`src/rtl/uart_pkg.sv`:
```
// Shared UART definitions: default line settings, bit-period helper and the
// transmit FSM state type (also used by the receive path).
package uart_pkg;

    localparam int unsigned CLK_HZ_DEFAULT = 32'd100_000_000;
    localparam int unsigned BAUD_DEFAULT   = 32'd115_200;

    typedef enum logic [1:0] {
        IDLE  = 2'd0,
        START = 2'd1,
        DATA  = 2'd2,
        STOP  = 2'd3
    } tx_state_t;

    function automatic int unsigned calc_div(input int unsigned clk_hz, input int unsigned baud);
        return clk_hz / baud;
    endfunction

endpackage

```
`src/rtl/uart_byte_fifo.sv`:
```
// Byte FIFO with first-word fall-through read; the caller must not pop when
// empty or push when full.
module uart_byte_fifo #(
    parameter int unsigned DEPTH = 16
) (
    input  logic                     clk,
    input  logic                     reset,
    input  logic                     push,
    input  logic [7:0]               din,
    input  logic                     pop,
    output logic [7:0]               dout,
    output logic [$clog2(DEPTH):0]   level
);

    localparam int unsigned AW = $clog2(DEPTH);
    localparam int unsigned LW = AW + 1;

    logic [7:0]    mem_r [DEPTH];
    logic [AW-1:0] wr_ptr_r;
    logic [AW-1:0] rd_ptr_r;
    logic [LW-1:0] level_r;

    // Storage array write port
    always_ff @(posedge clk) begin
        if (push) begin
            mem_r[wr_ptr_r] <= din;
        end
    end

    // Pointers wrap naturally; occupancy tracks push/pop balance
    always_ff @(posedge clk) begin
        if (reset) begin
            wr_ptr_r <= {AW{1'b0}};
            rd_ptr_r <= {AW{1'b0}};
            level_r  <= {LW{1'b0}};
        end else begin
            if (push) begin
                wr_ptr_r <= wr_ptr_r + AW'(1);
            end
            if (pop) begin
                rd_ptr_r <= rd_ptr_r + AW'(1);
            end
            level_r <= level_r + LW'(push) - LW'(pop);
        end
    end

    assign dout  = mem_r[rd_ptr_r];
    assign level = level_r;

endmodule

```
`src/rtl/uart_tx_buf.sv`:
```
// Buffered 8N1 UART transmitter: bytes enter a FIFO over valid/ready and are
// shifted out LSB first with contiguous frames while data remains.
module uart_tx_buf
    import uart_pkg::*;
#(
    parameter int unsigned CLK_HZ = CLK_HZ_DEFAULT,
    parameter int unsigned BAUD   = BAUD_DEFAULT,
    parameter int unsigned DEPTH  = 16
) (
    input  logic                     clk,
    input  logic                     reset,
    input  logic                     wr_vld,
    input  logic [7:0]               wr_data,
    output logic                     wr_rdy,
    output logic                     tx,
    output logic                     tx_busy,
    output logic [$clog2(DEPTH):0]   level
);

    localparam int unsigned DIV = calc_div(CLK_HZ, BAUD);
    localparam int unsigned CW  = (DIV > 32'd1) ? $clog2(DIV) : 32'd1;
    localparam int unsigned LW  = $clog2(DEPTH) + 1;
    localparam logic [CW-1:0] CNT_LAST   = CW'(DIV - 32'd1);
    localparam logic [LW-1:0] FULL_LEVEL = LW'(DEPTH);

    tx_state_t     state_r;
    tx_state_t     state_nxt_s;
    logic [CW-1:0] cnt_r;
    logic [2:0]    bit_idx_r;
    logic [7:0]    shift_r;
    logic          tx_r;
    logic          tx_busy_r;
    logic          wr_rdy_r;
    logic          tx_nxt_s;
    logic          push_s;
    logic          pop_s;
    logic          wrap_s;
    logic          nonempty_s;
    logic [7:0]    fifo_dout_s;
    logic [LW-1:0] fifo_level_s;
    logic [LW-1:0] level_nxt_s;

    assign push_s      = wr_vld & wr_rdy_r;
    assign wrap_s      = (cnt_r == CNT_LAST);
    assign nonempty_s  = (fifo_level_s != {LW{1'b0}});
    assign level_nxt_s = fifo_level_s + LW'(push_s) - LW'(pop_s);

    uart_byte_fifo #(.DEPTH(DEPTH)) u_fifo (
        .clk   (clk),
        .reset (reset),
        .push  (push_s),
        .din   (wr_data),
        .pop   (pop_s),
        .dout  (fifo_dout_s),
        .level (fifo_level_s)
    );

    // FSM state register
    always_ff @(posedge clk) begin
        if (reset) begin
            state_r <= IDLE;
        end else begin
            state_r <= state_nxt_s;
        end
    end

    // FSM next-state logic; every phase lasts one full baud period
    always_comb begin
        state_nxt_s = state_r;
        case (state_r)
            IDLE: begin
                if (nonempty_s) state_nxt_s = START;
                else            state_nxt_s = IDLE;
            end
            START: begin
                if (wrap_s) state_nxt_s = DATA;
                else        state_nxt_s = START;
            end
            DATA: begin
                if (wrap_s && (bit_idx_r == 3'd7)) state_nxt_s = STOP;
                else                               state_nxt_s = DATA;
            end
            STOP: begin
                if (wrap_s) state_nxt_s = nonempty_s ? START : IDLE;
                else        state_nxt_s = STOP;
            end
            default: state_nxt_s = IDLE;
        endcase
    end

    // FSM outputs: FIFO pop strobe and next line level
    always_comb begin
        pop_s    = 1'b0;
        tx_nxt_s = 1'b1;
        case (state_r)
            IDLE: begin
                pop_s    = nonempty_s;
                tx_nxt_s = 1'b1;
            end
            START: begin
                pop_s    = 1'b0;
                tx_nxt_s = 1'b0;
            end
            DATA: begin
                pop_s    = 1'b0;
                tx_nxt_s = shift_r[0];
            end
            STOP: begin
                pop_s    = wrap_s & nonempty_s;
                tx_nxt_s = 1'b1;
            end
            default: begin
                pop_s    = 1'b0;
                tx_nxt_s = 1'b1;
            end
        endcase
    end

    // Baud counter, bit index and shift register; a pop reloads the frame
    always_ff @(posedge clk) begin
        if (reset) begin
            cnt_r     <= {CW{1'b0}};
            bit_idx_r <= 3'd0;
            shift_r   <= 8'h00;
        end else if (pop_s) begin
            cnt_r     <= {CW{1'b0}};
            bit_idx_r <= 3'd0;
            shift_r   <= fifo_dout_s;
        end else if (state_r == IDLE) begin
            cnt_r <= {CW{1'b0}};
        end else begin
            cnt_r <= wrap_s ? {CW{1'b0}} : (cnt_r + CW'(1));
            if (wrap_s && (state_r == DATA)) begin
                shift_r   <= {1'b0, shift_r[7:1]};
                bit_idx_r <= bit_idx_r + 3'd1;
            end
        end
    end

    // Registered port outputs; ready looks one write ahead so it never overfills
    always_ff @(posedge clk) begin
        if (reset) begin
            tx_r      <= 1'b1;
            tx_busy_r <= 1'b0;
            wr_rdy_r  <= 1'b1;
        end else begin
            tx_r      <= tx_nxt_s;
            tx_busy_r <= (state_r != IDLE) | nonempty_s;
            wr_rdy_r  <= (level_nxt_s != FULL_LEVEL);
        end
    end

    assign tx      = tx_r;
    assign tx_busy = tx_busy_r;
    assign wr_rdy  = wr_rdy_r;
    assign level   = fifo_level_s;

endmodule

```
`config.mk`:
```
export PLATFORM = sky130hd
export DESIGN_NAME = uart_tx_buf
export DESIGN_NICKNAME = d
export VERILOG_FILES = /design/src/rtl/uart_pkg.sv /design/src/rtl/uart_byte_fifo.sv /design/src/rtl/uart_tx_buf.sv
export SDC_FILE = /design/constraint.sdc
export NUM_CORES = 1
export LEC_CHECK = 0
export CAP_MARGIN = 20
export CORE_MARGIN = 2
export CORE_UTILIZATION = 40
export CTS_CLUSTER_DIAMETER = 100
export DETAILED_ROUTE_END_ITERATION = 8
export GPL_TIMING_DRIVEN = 0
export PLACE_DENSITY = 0.68
export SLEW_MARGIN = 40
export SYNTH_ARGS = -nofsm -noshare
export SYNTH_HDL_FRONTEND = slang
export SYNTH_SLANG_ARGS = --single-unit
```
`constraint.sdc`:
```
create_clock -name clk -period 4.12 [get_ports clk]
set_input_delay 0.412 -clock clk [delete_from_list [all_inputs] [get_ports clk]]
set_output_delay 0.412 -clock clk [all_outputs]
set_load 0.01 [all_outputs]
```
Yosys cells after proc, flatten, opt, wreduce, memory -nomap -nowiden. Memories as Yosys holds them, arrays and structs flattened. A register that Yosys moved wholly into a read port is not among the register bits. Index checks and enable logic that the tools add are counted.

Register bits: 39. RAM bits: 128. Bits of input ports: 11. Output and inout port bits: 8. Word-level logic and storage cells: 54. Memories kept: 1.

Add/subtract/negate cells: 6. Eq/ne operators: 7. Muxes and demuxes: 14. Bitwise operators: 4. Reduce and logical (&&, ||, !) cells: 12.

Memories: u_fifo.mem_r (depth 16, width 8, rd ports 1, clocked after Yosys merged registers in 1, write ports 1, RTL line uart_byte_fifo.sv:18) `logic [7:0] mem_r [DEPTH];`.

Operators by type and width (count): $mux W8 (3); $add A10 B1 Y10 const B (1); $eq A10 B10 Y1 const B (1); $add A4 B1 Y4 const B (2); $mux W4 (2); $pmux W2 S4 (1); $pmux W1 S3 (2); $reduce_or A2 Y1 (3); $add A5 B1 Y5 (1); $ne A5 B5 Y1 const B (1); $reduce_bool A5 Y1 (1); $sub A5 B1 Y5 (1); $eq A2 B2 Y1 const B (2); $mux W1 (4); $mux W2 (2); $reduce_and A2 Y1 (2); $reduce_bool A2 Y1 (2); $reduce_or A4 Y1 (1); $add A3 B1 Y3 const B (1); $eq A3 B3 Y1 const B (1); $and A1 B1 Y1 (2); $eq A2 B1 Y1 const B (1); $logic_and A1 B1 Y1 (2); $logic_not A2 Y1 (1); other kinds (3) (3).

Depth between registers and ports, before layout. Gate-level depths: netlist of the first run.

Word-level depth: 5. Mapped depth: 14. Depth with buffers taken out: 12.

Hierarchy. Synthesis of the first run repeated with hierarchy kept, for this count alone.

Cell total of the unflattened synthesis: 450. Area, all modules: 7254.5 sq um.

By module, submodules not included: uart_byte_fifo (instances 1, cells an instance 291, area each 5735.5 sq um, seq. area each 4184.0 sq um); uart_tx_buf (instances 1, cells an instance 159, area each 1519.0 sq um, seq. area each 520.5 sq um).

Least setup slack after synthesis of the first run. No wires, ideal clock.

Path type: reg2reg. From: register cnt_r[0]. To: register wr_rdy_r, in the netlist wr_rdy. Setup time: 134 ps. Data arrival time: 3093 ps. Required time: 3986 ps. Slack: 893 ps. Stages on the path, launching flop included: 15. Path buffers: 2. Period minus slack after synthesis: 3227 ps. Cells stage by stage: dfxtp_1 -> ha_1 -> and4bb_1 -> buf_4 -> a41oi_4 -> nor2_2 -> buf_6 -> ha_1 -> inv_1 -> ha_1 -> fa_1 -> a21oi_1 -> o21bai_1 -> xnor2_1 -> or4b_1.

Cells in the longest elaborated chain, start to end: 5.

Ends and longest elaborated chain: from (decl) (RTL line uart_tx_buf.sv:28) `logic [CW-1:0] cnt_r;`; from (signal assigned) (RTL line uart_tx_buf.sv:122) `cnt_r <= {CW{1'b0}};`; from (signal assigned) (RTL line uart_tx_buf.sv:126) `cnt_r <= {CW{1'b0}};`; from (signal assigned) (RTL line uart_tx_buf.sv:130) `cnt_r <= {CW{1'b0}};`; $eq A10 B10 Y1 (RTL line uart_tx_buf.sv:44) `assign wrap_s = (cnt_r == CNT_LAST);`; $and A1 B1 Y1 (RTL line uart_tx_buf.sv:109) `pop_s = wrap_s & nonempty_s;`; $pmux W1 S3 (RTL line uart_tx_buf.sv:95) `case (state_r)`; $sub A5 B1 Y5 (RTL line uart_tx_buf.sv:46) `assign level_nxt_s = fifo_level_s + LW'(push_s) - LW'(pop_s);`; $ne A5 B5 Y1 (RTL line uart_tx_buf.sv:149) `wr_rdy_r <= (level_nxt_s != FULL_LEVEL);`; to (signal assigned) (RTL line uart_tx_buf.sv:149); to (decl) (RTL line uart_tx_buf.sv:33) `logic wr_rdy_r;`.

Every way passes these cells. A chain may end at the register's enable or synchronous reset.

Worst setup path in the final report of the first run. Ends and elaborated chain as after synthesis.

==> results.md, run 1 <==
- The flow ran to the end, and the final reports show no timing, DRC or antenna violations.
- For the worst setup path, the data arrival time is 3.81 ns.
- The routability congestion estimate from global placement is about 0.80.
- The fraction of power consumed by the clock network is between 30% and 40%.
- The number of antenna repair diodes is 0.
- The later pin in the worst-skew pair is clocked with a latency of around 0.44 ns.
- The share of total power consumed by net switching is approximately 30%.
- Setup violations remaining at the end of the flow were counted as 0.
- The average cell area after synthesis is 16.7 um2.
- Relative to the synthesized area, the layout overhead comes to 15.3%.
- The final number of hold-violating endpoints is 0.
- After clock tree synthesis, the flow added hold-fix buffers numbering 0.
- Summed over all nets, the switching power comes to 1.49 mW.
- Setup repair after global routing left no endpoint under its margin.
- The pre-antenna-repair detailed-routing pass consisted of 5 iterations.
- The full die area is ~19000 um2.
- The worst path buffer plus inverter count is 3.
- The initial core utilization is about two fifths.
- The netlist uses 53 different library cells.
- The via count of the first global-routing pass came to 3905.
- The design draws about 5.1 mW.
- The number of nets in the synthesized netlist is about 460.
- The number of port buffers is 18.
- The maximum clock path buffer count is 2.
- The post-route antenna net violation count is 0.
- STA puts the critical path data required time at between 4 and 5 ns.
- The core region is around 17000 um2.
- The CTS buffer count is 17.
- Across the routed clock network, the largest skew measured is 0.0142 ns.
- The number of antenna violations at the first check in global routing was 0.
- The post-cts resize count is 0.
- The detailed-placement wirelength estimate is 9510 um.
- Dividing the detail-routed via count by the number of cells gives 5.43.
- TritonCTS built the clock tree.
- Traced cell by cell, the critical path runs through ha_1, and4bb_1, buf_4, a41oi_4, nor2_2, buf_6, ha_1, inv_1, ha_1, fa_1, a21oi_1, o21bai_1, xnor2_1, or4b_1.
- Of all nets on the critical path, the largest fanout is 10.
- The final period utilization is 85.0%.
- The synthesis-stage register bit count is between 150 and 200.
- The type of the tightest min-delay check is flip-flop to flip-flop.
- The number of rows created at floorplan is 48.
- The floorplan die width is between 100 and 150 um.
- The final global-route overflow total is 0.
- The total internal power is between 3 and 4 mW.
- STA classifies the critical path endpoint as a flip-flop.
- The sequential group share of total power is 40.3%.
- The final critical delay including setup and external delays is approximately 3.5 ns.
- The sequential area share after synthesis is between 60% and 70%.
- After layout, the worst setup slack is 0.620 ns.
- In this design, the stage delay of the slowest critical-path cell is 0.50 ns.
- In this run the count of I/O pins placed on the die edge is 19.
- Entering global routing, the biggest net connects 17 pins.
- The tightest slew margin relative to the limit is between 40% and 50%.
- The total via count after detailed routing is 3795.
- The root buffer cell chosen for the clock tree is sky130_fd_sc_hd__clkbuf_16.
- On the critical path the largest part of the delay comes from adder cells.
- In this run the critical register-to-register path is launched from cnt_r[0].
- The setup TNS is 0 ns.
- Global routing used roughly 16% of the available tracks.
- The worst setup path is launched from a flip-flop.
- The number of setup buffers added after CTS is 0.
- The die is 137 um tall.
- The critical path is of the flip-flop to flip-flop type.
- The detailed router finished its first iteration with approximately 240 violations.
- The number of maximum-capacitance violations is 0.
- In this run the cell area of the synthesized design comes to approximately 7000 um2.
- The total of warnings raised by yosys is 0.
- In the final layout, flip-flops and latches occupy 4700 um2.
- The slowest stage of the critical path belongs to the cell sky130_fd_sc_hd__or4b_1.
- For this run, the top clock speed supported by timing is around 0.29 GHz.
- In the final layout, the share of cells above drive strength 1 is roughly a fifth.
- The critical hold path startpoint is shift_r[4].
- The filler cell count is 1486.
- The library cell appearing most often on the critical path is sky130_fd_sc_hd__ha_1.
- Power spread over the standard cell area amounts to between 600 and 700 nW/um2.
- In this run the static leakage power is between 2 and 3 nW.
- For this run, design rule violations remaining after detail routing come to 0.
- Clock-pin slew was measured on the worst setup and hold paths at ~0.070 ns.
- Counting every sink on the clock net gives around 170.
- The final wirelength is 14200 um.
- In this run the number of H-tree levels came out at 4.
- The net count of the finished layout is just under 500.
- IR analysis of the VDD net gives a maximum drop of 0.000319 V.
- The fraction of power consumed by combinational cells is 27.6%.
- At the pin with the least slew margin, the transition time is between 0.7 and 0.8 ns.
- The start point of the critical path is cnt_r[0].
- After detailed routing, the average wire length per cell comes to 20.4 um.
- The first-pass GRT wire length is 22100 um.
- The post-place setup slack is around 0.54 ns.
- Synthesis produced approximately 420 cells.
- Summing all multi-input logic gate instances after layout gives roughly 2200 um2.
- The number of slew-limit violations in the final report is 0.
- In the layout the commonest cells are 128 x sky130_fd_sc_hd__edfxtp_1, 43 x sky130_fd_sc_hd__dfxtp_1, 30 x sky130_fd_sc_hd__mux4_2, 19 x sky130_fd_sc_hd__ha_1.
- The library cell used most frequently in the layout, excluding fill and tap cells, is sky130_fd_sc_hd__edfxtp_1.
==> cells in the mapped netlist (all sizes together) <==
library cell	count	area (um2)
o311ai	1	8.76
dfxtp	43	861
or3	1	6.26
and3	8	50.1
a21o	1	7.51
inv	14	52.6
fa	1	20.0
nor4bb	1	10.0
or4	2	15.0
o2bb2ai	1	8.76
a211oi	2	20.0
nor2	19	73.8
nand4b	1	8.76
clkbuf	3	11.3
o31ai	2	15.0
a41oi	1	27.5
a22oi	7	52.6
nand2	15	58.8
o21bai	1	7.51
and4bb	1	12.5
or4b	2	20.0
o21ai	3	15.0
a221oi	14	191
and4b	1	10.0
or2	1	6.26
xnor2	9	78.8
mux4	32	728
nor4b	1	15.0
edfxtp	128	3840
xor2	7	61.3
buf	16	109
nand3	9	45.0
a21oi	11	55.1
nand3b	1	7.51
a22o	7	61.3
a41o	1	10.0
nor3	6	30.0
nor2b	5	31.3
nor3b	2	26.3
ha	19	238
nand4	4	25.0
and2	14	87.6
mux2i	6	60.1
==> cell families after synthesis <==
logic type	synth area share [%]
AOI/OAI and AO/OA	6.78
muxes	11.1
adders and majority gates	3.64
xor gates and xnor gates	1.98
and+or+nand+nor	7.61
buffers and inverters	2.44
DFF	66.4
==> state kept, by name (all words and copies together) (netlist names), named ones only <==
signal and flops:
state_r 2, shift_r 8, tx_busy 1, u_fifo.rd_ptr_r 4
cnt_r 10, u_fifo.wr_ptr_r 4, bit_idx_r 3, wr_rdy 1
tx 1, u_fifo.level 5, u_fifo.mem_r 128
==> worst reg2reg max path, delay by kind of cell, from the launching register on <==
| family | cells | cell delay (ns) |
|---|---|---|
| AO/OA/AOI/OAI | 3 | 0.56 |
| XOR/XNOR | 1 | 0.14 |
| adder cells (fa/ha/maj) | 4 | 1.14 |
| buffers and inverters | 3 | 0.38 |
| flip-flops | 1 | 0.34 |
| AND/OR/NAND/NOR | 3 | 0.82 |
==> power by group through the flow <==
stage | clock, mW | sequential, mW | combinational [mW]
floorplan | 0 | 2.09 | 1.02
global placement | 0 | 2.09 | 1.37
detailed placement | 0 | 2.09 | 1.41
CTS | 1.67 | 2.06 | 1.42
global route | 1.73 | 2.07 | 1.53
finish | 1.64 | 2.06 | 1.41
==> metal layers <==
metal | GRT usage (%) | vias to the layer above | share of wire, %
met5 | 0 | - | 0
met4 | 6.82 | 0 | 1.4
met3 | 3.44 | 13 | 3.6
met2 | 27.4 | 85 | 51
met1 | 21.0 | 1950 | 44
li1 | - | 1747 | -
==> worst paths after layout <==
kind / end / slack, ns / cells after the start
max: wr_rdy / 0.62 / 14
min: shift_r[3] / 0.48 / 2
max reg2reg: wr_rdy / 0.62 / 14
min reg2reg: shift_r[3] / 0.48 / 2
==> area by class of cell <==
type / instances / share of cell area, %
sequential: 171 / 57.6
multi-input combinational: 220 / 27.1
clock buffer: 18 / 5.26
tap: 225 / 3.45
clock inverter: 14 / 2.25
timing repair buffer: 18 / 2.21
buffer: 19 / 1.47
inverter: 14 / 0.643
==> through the flow <==
stage          utilization (%)  instance area, um2  hold WS, ns  cells
6_report                  47.2                8170        0.482    699
2_1_floorplan                -                7080        0.441    424
3_5_place_dp              43.6                7540        0.468    667
5_1_grt                   47.2                8170        0.502    699
3_3_place_gp              43.6                7540        0.454    667
4_1_cts                   47.2                8160        0.480    699
(Power assumes the default switching activity.)
==> run 2, diff against run 1 <==
- clock period: 4.12 -> 3.55 ns (I/O delays scaled with it)
==> run 2 against run 1 <==
  * Hold slack hardly changed
  * Sequential power up 16%
  * Non-clock buffer count increased by 5
  * Routed wire length up 0.44%
  * Clock skew decreased by 0.0060 ns
  * Via count increased by 0.40%
  * Utilization rose by 0.25 points
  * Worst setup slack got worse by 0.36 ns
  * Die area stayed put
  * Critical path type unchanged
  * Critical endpoint unchanged
  * Largest power group unchanged
==> results.md, run 2 (same netlist as run 1, synthesis figures left out) <==
- The run finished with clean final reports.
- Counting the buffers created by CTS gives 17.
- Max-cap violations in this run came to 0.
- The maximum fanout along the worst path is 10.
- The start point of the critical path is cnt_r[0].
- The floorplan die width is between 100 and 150 um.
- Power comes to roughly 6 mW.
- In the global route stage, overall resource usage came out at 16.5%.
- The standard cell with the maximum stage delay on the critical path is sky130_fd_sc_hd__or4b_1.
- The number of rows created at floorplan is 48.
- The region available for standard cell placement spans around 17000 um2.
- The critical path goes through ha_2, and4bb_1, buf_4, a41oi_4, nor2_2, buf_6, ha_1, inv_1, ha_1, fa_2, a21oi_1, o21bai_1, xnor2_1, or4b_1.
- The mean routed wirelength per cell is 20.3 um.
- The slew at the pin with the worst max-slew slack is between 0.7 and 0.8 ns.
- The capturing element of the worst setup path is wr_rdy.
- In this run the worst hold path is classified as flip-flop to flip-flop.
- In this run the critical register-to-register path is captured at wr_rdy.
- The full die area is between 15000 and 20000 um2.
- The capturing element type of the critical path is a flip-flop.
- The share of final-layout standard cells stronger than drive strength 1 is between 20 and 25%.
- With fillers left out, the area of the finished cells amounts to a little over 8000 um2.
- The final number of setup-violating endpoints is 0.
- The final setup skew is approximately 0.0082 ns.
- The worst pin sits at a relative slew slack of 50.4%.
- The final critical delay including setup and external delays is about 3.3 ns.
- The timing-limited maximum frequency is a little over 0.3 GHz.
- The via count of the first global-routing pass was 3907.
- The number of antenna repair diodes is 0.
- The total clock sinks is around 170.
- In the final layout, the registers with the most flip-flops are u_fifo.mem_r x128, cnt_r x10, shift_r x8.
- The maximum clock path buffer count is 2.
- For this configuration, the core starts out at a cell density of around 41%.
- After clock tree synthesis, the clock-pin slew on the worst setup and hold paths is 0.07 ns.
- Setup slack on the worst reg-to-reg path comes out at 0.26 ns.
- The layout overhead on the synthesized area is 15.9%.
- The total via count after detailed routing is 3810.
- The register with the most flip-flops in the layout has about 130 of them.
- Prior to clock tree synthesis, the placed netlist has a worst setup slack of -0.0332 ns.
- In the post-route analysis, the smallest setup slack over all paths is between 0.2 and 0.3 ns.
- 19 I/O pins were placed.
- The largest stage delay on the critical path is 0.50 ns.
- For the final routed database, the setup TNS stands at 0 ns.
- The number of levels the H-tree was split into is 4.
- IR analysis of the VDD net gives a maximum drop of between 0.0003 and 0.0004 V.
- The number of DRC markers in iteration 0 is between 200 and 300.
- TritonCTS built the clock tree.
- In the layout the commonest cells are 128 x sky130_fd_sc_hd__edfxtp_1, 43 x sky130_fd_sc_hd__dfxtp_1, 30 x sky130_fd_sc_hd__mux4_2.
- In this run the number of cells on the critical path is 14.
- Input and output buffers added on the ports amount to 18.
- Hold is met by 0.482 ns.
- The final routed DRC violation total is 0.
- The first global-routing pass estimated between 20000 and 25000 um of wire.
- The worst register-to-register path has a depth of 14.
- The via density per instance is 5.41.
- From bottom edge to top edge, the die measures between 100 and 150 um.
- The standby leakage power is roughly 2.7 nW.
- The startpoint kind of the worst setup timing path is a flip-flop.
- The final period utilization is 92.8%.
- Clock latency on the worst-skew pair, taken at its later pin, is 0.43 ns.
- The register with the most flip-flops in the final layout is u_fifo.mem_r.
- The number of antenna violations at the first check in global routing is 0.
- The placed standard-cell area is between 7000 and 8000 um2.
- At the end of routability-driven placement, the weighted congestion stood at about 0.80.
- The detail route stage leaves a number of antenna-violating nets equal to 0.
- The quantity of hold-fixing buffers added after cts is 0.
- The root buffer cell is sky130_fd_sc_hd__clkbuf_16.
- The library cell used most frequently in the layout, excluding fill and tap cells, is sky130_fd_sc_hd__edfxtp_1.
- Together, buffers and inverters on the worst path number 3.
- The required time at the worst-slack endpoint is ~3.9 ns.
- The number of detailed-routing iterations run before antenna repair is 5.
- For this run, the post-layout net count is around 500.
- Entering global routing, the biggest net connects 17 pins.
- The number of slew-limit violations in the final report is 0.
- The detailed-placement wirelength estimate is about 9500 um.
- The final global-route overflow total is 0.
- The reg-to-reg critical path startpoint is cnt_r[0].
- The final wirelength is 14300 um.
- In this design, the largest share of critical-path delay is due to adder cells.
- Setup repair after global routing left no endpoint under its margin.
- Counting stages on the worst path, the most repeated cell is sky130_fd_sc_hd__ha_1.
- The arrival time of data at the critical path endpoint is between 3 and 4 ns.
- The power per cell area is 730 nW/um2.
- The final number of hold-violating endpoints is 0.
- The critical path class is flip-flop to flip-flop.
-- run 2: layout make-up --
class,count,area (um2)
Tap cell,225,282
Buffer,19,120
Timing Repair Buffer,23,218
Fill cell,1480,9090
Clock inverter,14,184
Multi-Input combinational cell,220,2220
Inverter,14,52.6
Sequential cell,171,4700
Clock buffer,18,429
-- run 2: per-stage QoR --
stage                     instances  utilization [%]
after floorplan                 424                -
after global placement          667             43.6
after detailed placement        667             43.6
after CTS                       699             47.2
after global routing            704             47.5
final                           704             47.5
-- run 2: how the worst min path moves through the flow --
stage               start         end  slack, ns  cells after the start
2_1_floorplan    cnt_r[0]    cnt_r[0]       0.44                      1
3_3_place_gp   shift_r[3]  shift_r[2]       0.45                      2
3_5_place_dp   shift_r[1]  shift_r[0]       0.47                      2
4_1_cts        shift_r[4]  shift_r[3]       0.48                      2
5_1_grt        shift_r[4]  shift_r[3]       0.50                      2
6_report       shift_r[6]  shift_r[6]       0.48                      2
-- run 2: where the power goes --
part	internal, mW	leakage (nW)	switching (mW)	total [mW]
Sequential	2.30	1.51	0.0910	2.39
Clock	1.12	0.291	0.786	1.91
Combinational	0.822	0.941	0.869	1.69
-- run 2: routing by layer --
metal / GRT usage (%) / wire [um]
met2: 27.4 / 7280
met5: 0 / 0
met1: 21.1 / 6180
met4: 6.82 / 247
met3: 3.44 / 586
-- run 2: worst register-to-register path, stage by stage (launching register included) --
cell and delay, ns:
sky130_fd_sc_hd__dfxtp_1 0.34, sky130_fd_sc_hd__ha_2 0.23, sky130_fd_sc_hd__and4bb_1 0.20, sky130_fd_sc_hd__buf_4 0.16, sky130_fd_sc_hd__a41oi_4 0.24, sky130_fd_sc_hd__nor2_2 0.08, sky130_fd_sc_hd__buf_6 0.18, sky130_fd_sc_hd__ha_1 0.27
sky130_fd_sc_hd__inv_1 0.04, sky130_fd_sc_hd__ha_1 0.20, sky130_fd_sc_hd__fa_2 0.36, sky130_fd_sc_hd__a21oi_1 0.15, sky130_fd_sc_hd__o21bai_1 0.09, sky130_fd_sc_hd__xnor2_1 0.14, sky130_fd_sc_hd__or4b_1 0.50
-- run 2: repair_timing --
action	CTS	global route
pin swaps	0	1
gates cloned	0	0
gates resized for setup	1	2
endpoints found under the setup margin	1	1
hold endpoints to repair	0	0
buffers inserted	0	5
